[src/rtl/cla_seq_adder.sv]
// ---------------------------------------------------------------------------
// cla_seq_adder
//   Wide (N_BIT*N_WORDS-bit) adder built from a single N_BIT carry-lookahead
//   adder. It processes one word per cycle, least significant word first,
//   and registers the carry between words.
//
// Optional feature: define CLA_SEQ_SUB_EN to add the op_sub port, which
// selects subtraction (a - b mod 2^W).
//
// Ports
//   clk, rst_n       clock, asynchronous active-low reset
//   in_valid/ready   operand handshake (a, b, cin, op_sub)
//   out_valid/ready  result handshake (result, cout)
//   busy             high while an operation is in RUN or DONE
//
// Handshake: a transfer happens on a rising edge where valid and ready are
// both 1. A producer holds its payload stable while valid is high and ready
// is low. in_ready is high only in IDLE. out_valid is high only in DONE, and
// result/cout stay stable while it is high.
// ---------------------------------------------------------------------------
module cla_seq_adder #(
  parameter int N_BIT   = 8,
  parameter int N_WORDS = 4
) (
  input  logic                     clk,
  input  logic                     rst_n,
  input  logic                     in_valid,
  output logic                     in_ready,
  input  logic [N_BIT*N_WORDS-1:0] a,
  input  logic [N_BIT*N_WORDS-1:0] b,
  input  logic                     cin,
`ifdef CLA_SEQ_SUB_EN
  input  logic                     op_sub,
`endif
  output logic                     out_valid,
  input  logic                     out_ready,
  output logic [N_BIT*N_WORDS-1:0] result,
  output logic                     cout,
  output logic                     busy
);

  localparam int W  = N_BIT * N_WORDS;
  localparam int KW = (N_WORDS > 1) ? $clog2(N_WORDS) : 1;
  localparam logic [KW-1:0] K_LAST = KW'(N_WORDS - 1);

  localparam logic [1:0] IDLE = 2'd0;
  localparam logic [1:0] RUN  = 2'd1;
  localparam logic [1:0] DONE = 2'd2;

  logic [1:0]    state_q, state_d;
  logic [KW-1:0] k_q, k_d;
  logic [W-1:0]  a_q, a_d;
  logic [W-1:0]  b_q, b_d;
  logic [W-1:0]  result_q, result_d;
  logic          carry_q, carry_d;
  logic          sub_q, sub_d;

  logic [N_BIT-1:0] add_a, add_b, add_sum;
  logic             add_cout;

  // The adder sees only latched operands and the carry register, so there is
  // no combinational path from the input ports to any output.
  always_comb begin
    add_a = a_q[k_q*N_BIT +: N_BIT];
    add_b = b_q[k_q*N_BIT +: N_BIT] ^ {N_BIT{sub_q}};
  end

  cla_adder_8bits #(.N_BIT(N_BIT)) u_add (
    .a    (add_a),
    .b    (add_b),
    .cin  (carry_q),
    .sum  (add_sum),
    .cout (add_cout)
  );

  always_comb begin
    state_d  = state_q;
    k_d      = k_q;
    a_d      = a_q;
    b_d      = b_q;
    result_d = result_q;
    carry_d  = carry_q;
    sub_d    = sub_q;
    case (state_q)
      IDLE: begin
        if (in_valid) begin
          a_d      = a;
          b_d      = b;
          k_d      = '0;
          result_d = '0;
          state_d  = RUN;
`ifdef CLA_SEQ_SUB_EN
          // Two's complement subtract: invert b and inject a carry of 1.
          sub_d    = op_sub;
          carry_d  = op_sub ? 1'b1 : cin;
`else
          sub_d    = 1'b0;
          carry_d  = cin;
`endif
        end
      end
      RUN: begin
        result_d[k_q*N_BIT +: N_BIT] = add_sum;
        carry_d = add_cout;
        if (k_q == K_LAST) begin
          state_d = DONE;
        end else begin
          k_d = k_q + 1'b1;
        end
      end
      DONE: begin
        if (out_ready) begin
          state_d = IDLE;
        end
      end
      default: state_d = IDLE;
    endcase
  end

  always_ff @(posedge clk or negedge rst_n) begin
    if (!rst_n) begin
      state_q  <= IDLE;
      k_q      <= '0;
      a_q      <= '0;
      b_q      <= '0;
      result_q <= '0;
      carry_q  <= 1'b0;
      sub_q    <= 1'b0;
    end else begin
      state_q  <= state_d;
      k_q      <= k_d;
      a_q      <= a_d;
      b_q      <= b_d;
      result_q <= result_d;
      carry_q  <= carry_d;
      sub_q    <= sub_d;
    end
  end

  assign in_ready  = (state_q == IDLE);
  assign out_valid = (state_q == DONE);
  assign busy      = (state_q != IDLE);
  assign result    = result_q;
  assign cout      = carry_q;

endmodule

// ---------------------------------------------------------------------------
// cla_adder_8bits
//   Combinational N_BIT carry-lookahead adder. Each carry is the flat sum of
//   products of generate/propagate terms, not a ripple chain.
//   a, b, cin -> sum, cout
// ---------------------------------------------------------------------------
module cla_adder_8bits #(
  parameter int N_BIT = 8
) (
  input  logic [N_BIT-1:0] a,
  input  logic [N_BIT-1:0] b,
  input  logic             cin,
  output logic [N_BIT-1:0] sum,
  output logic             cout
);

  logic [N_BIT-1:0] g, p;
  logic [N_BIT:0]   c;
  logic             t;

  always_comb begin
    g = a & b;
    p = a ^ b;
    c = '0;
    t = 1'b0;
    c[0] = cin;
    for (int i = 0; i < N_BIT; i++) begin
      // c[i+1] = g[i] | p[i]g[i-1] | p[i]p[i-1]g[i-2] | ... | p[i..0]cin
      c[i+1] = g[i];
      t = p[i];
      for (int j = i - 1; j >= 0; j--) begin
        c[i+1] = c[i+1] | (t & g[j]);
        t = t & p[j];
      end
      c[i+1] = c[i+1] | (t & cin);
    end
    sum  = p ^ c[N_BIT-1:0];
    cout = c[N_BIT];
  end

endmodule

[config.mk]
export PLATFORM = sky130hd
export DESIGN_NAME = cla_seq_adder
export DESIGN_NICKNAME = d
export VERILOG_FILES = /design/src/rtl/cla_seq_adder.sv
export SDC_FILE = /design/constraint.sdc
export NUM_CORES = 1
export LEC_CHECK = 0
export ABC_AREA = 1
export CORE_UTILIZATION = 51
export DETAILED_ROUTE_END_ITERATION = 8
export PLACE_DENSITY = 0.83
export SYNTH_ARGS = -nofsm -noshare
export SYNTH_HDL_FRONTEND = slang
export SYNTH_SLANG_ARGS = --single-unit
[constraint.sdc]
create_clock -name clk -period 3.2 [get_ports clk]
set_clock_uncertainty 0.05 [all_clocks]
set_input_delay 0.48 -clock clk [delete_from_list [all_inputs] [get_ports clk]]
set_output_delay 0.48 -clock clk [all_outputs]
set_load 0.01 [all_outputs]
==> results.md <==
* Run status: finished clean
* Cells along the critical path: buf_4, o21ai_0, o22ai_1, ha_1, nand2_1, nor2_1, nor3_1, nand2_1, nand2_1, nand2_1, nand2_1, o21ai_0
* R2R cell count at 12
* Critical Path End Type: register
* DP Area at 5982 sq um
* Largest net degree at the start of global routing at 102
* Wirelength per Cell at 15.89 um
* CTS max path bufs at 2
* ANT nets after route at 0
* Post-Synthesis Cells at 472
* Final core occ at 67.74%
* Slew Limit Fails at 0
* First-pass GRT wire length at 18,090 um
* Total CTS buffers at 9
* Antenna violations before repair at 0
* Worst hold slack at 0.09559 ns
* Vias at 3,817
* I/O pin total at 105
* Register area at 2527 sq um
* Final setup vio count at 0
* Pre-antenna DRT Iters at 6
* Setup TNS at 0 ns
* Vias in the first global route at 3,821
* H-tree Lvls at 3
* FF-to-FF End: result[23]$_DFFE_PN0P_
* Nets@finish at 658
* Syn Area/Cell at 10.20 sq um
* Count of flip-flops with a built-in enable after synthesis at 0
* Tcrit/Tclk final at 85.02%
* Max-Slew Margin vs Limit at 64.75%
* Top cells by area, synth: dfrtp_1, mux2_2, nand2_1, o21ai_0, nor2_1
* Top post-synthesis cells by count: dfrtp_1, nand2_1, mux2_2
* Yosys top cell area share at 52.51%
* Synth Register Bits at 101
* Leakage power at 2.771 nW
* Final Hold Viols at 0
* Synth unique cells at 32
* Hold Crit Class: input pin to async pin
* Synth Cell Area at 4813 sq um
* Area Growth Syn to Fin at 29.43%
* Top delay family on crit path: simple AND/OR/NAND/NOR gates
* I/O Buffers at 104
* Maxcap violations at 0
* CTS tree: built
* Synth area leader: dfrtp_1
* Sequential area share after synthesis at 52.51%
* Crit-path max FO at 46
* Worst-skew pair later-pin latency at 0.36 ns
* Number of inserted diodes at 0
* Fmax at 367.6 MHz
* Fin area at 6230 sq um
* Vias/cell at 5.524
* RePlAce Congestion at 0.8892
* Postcts setup bufs at 0
* DR iter-0 viols at 286
* Die span in y at 99.15 um
* Worst path slowest cell: buf_4
* Area of the multi-input gates at 2095 sq um
* Worst EP required at 3.39 ns
* Die area at 9831 sq um
* Async S/R FF share, synth at 100.0%
* CP peak stage delay at 0.42 ns
* Resized Gates After CTS at 0
* Global route overflow at 0
* Die width at 99.15 um
* R2r setup slk at 0.48 ns
* CP bufs+invs at 1
* Synthesized net count at 555
* Core area at 9196 sq um
* Total GRT Usage at 23.45%
* VDD IR-drop max at 470.8 uV
* Most frequent cell after synthesis: dfrtp_1
* Final min period at 2.721 ns
* Clock sink count at 101
* Critical path class: register to register
* R2r startpoint: k_q[0]$_DFFE_PN0P_
* Total wire length at 10,980 um
* DRC at 0
* Row count at 35
* Share of layout cells above drive strength 1 at 17.76%
* PD cells at 1113 nW/um^2
* Initial core utilization at 52.34%
* Clock Pin Slew Worst Setup and Hold Paths at 0.09 ns
* DP HPWL at 8188 um
* Unrepaired setup endpoints after global routing: false
* Most frequent CP cell: nand2_1
* CP Launch Type: register
* Main synth FF type: dfrtp_1
* Worst-Margin Slew at 0.5288 ns
* Synth warn at 0
* Arrival time worst endpoint at 2.91 ns
* Fillers at 709
* Cts hold-fix bufs at 0
* CTS Root Buffer Type: clkbuf_8
==> registers in the layout, indices dropped and copies added (netlist names) <==
signal,count
a_q,32
b_q,32
result,32
k_q,2
state_q,2
cout,1
==> layout by cell type (no fill, tap or decap), drive strengths merged <==
master,instances
clkdlybuf4s50,103
dfrtp,101
nand2,87
mux2,64
o21ai,52
nor2,51
inv,29
o22ai,16
nand3,16
ha,13
clkbuf,10
nand4,8
buf,7
o31ai,6
bufinv,3
a21oi,2
clkinvlp,2
clkinv,2
nor3,2
nor2b,1
nand3b,1
a21o,1
xnor2,1
a32o,1
fa,1
==> report_power, final <==
part	switching, mW	internal (mW)
logic	2.25	1.56
clock network	0.427	0.539
registers	0.329	1.83
total	3.01	3.93
==> worst max-delay path by stage <==
stage	from	end	slack, ns	cells past startpoint
after detailed placement	k_q[0]$_DFFE_PN0P_	result[23]$_DFFE_PN0P_	0.57	12
after global routing	k_q[0]$_DFFE_PN0P_	result[30]$_DFFE_PN0P_	0.30	14
after global placement	k_q[0]$_DFFE_PN0P_	result[22]$_DFFE_PN0P_	0.67	14
after CTS	k_q[0]$_DFFE_PN0P_	result[23]$_DFFE_PN0P_	0.54	12
final	k_q[0]$_DFFE_PN0P_	result[23]$_DFFE_PN0P_	0.48	12
after floorplan	k_q[0]$_DFFE_PN0P_	result[22]$_DFFE_PN0P_	0.75	16
==> kinds of logic after synthesis <==
kind of cell / Yosys count / share of synthesized area [%]
simple gates: 166 / 15.18
flops: 101 / 52.51
compound gates: 78 / 9.384
mux: 64 / 14.97
buf+inv: 48 / 3.977
fa+ha+maj: 14 / 3.795
xor+xnor: 1 / 0.1820
==> layer usage <==
metal	routed length [um]	GRT usage (%)	up-vias
li1	-	-	1809
met1	4784	31.21	1813
met2	5297	38.52	167
met3	603	3.373	28
met4	298	10.63	0
met5	0	0	-
==> per-stage QoR <==
stage / power (mW) / cells / setup slack [ns]
after floorplan: 4.724 / 472 / 0.7451
after global placement: 5.761 / 675 / 0.6749
after detailed placement: 5.948 / 675 / 0.5726
after CTS: 6.921 / 691 / 0.5443
after global routing: 7.432 / 691 / 0.2999
final: 6.934 / 691 / 0.4794
==> layout make-up <==
type,count,area share (%)
Multi-Input combinational cell,323,33.62
Timing Repair Buffer,110,17.79
Tap cell,111,2.229
Clock buffer,10,2.209
Clock inverter,6,1.767
Inverter,30,1.808
Sequential cell,101,40.57
(Power assumes the default switching activity.)
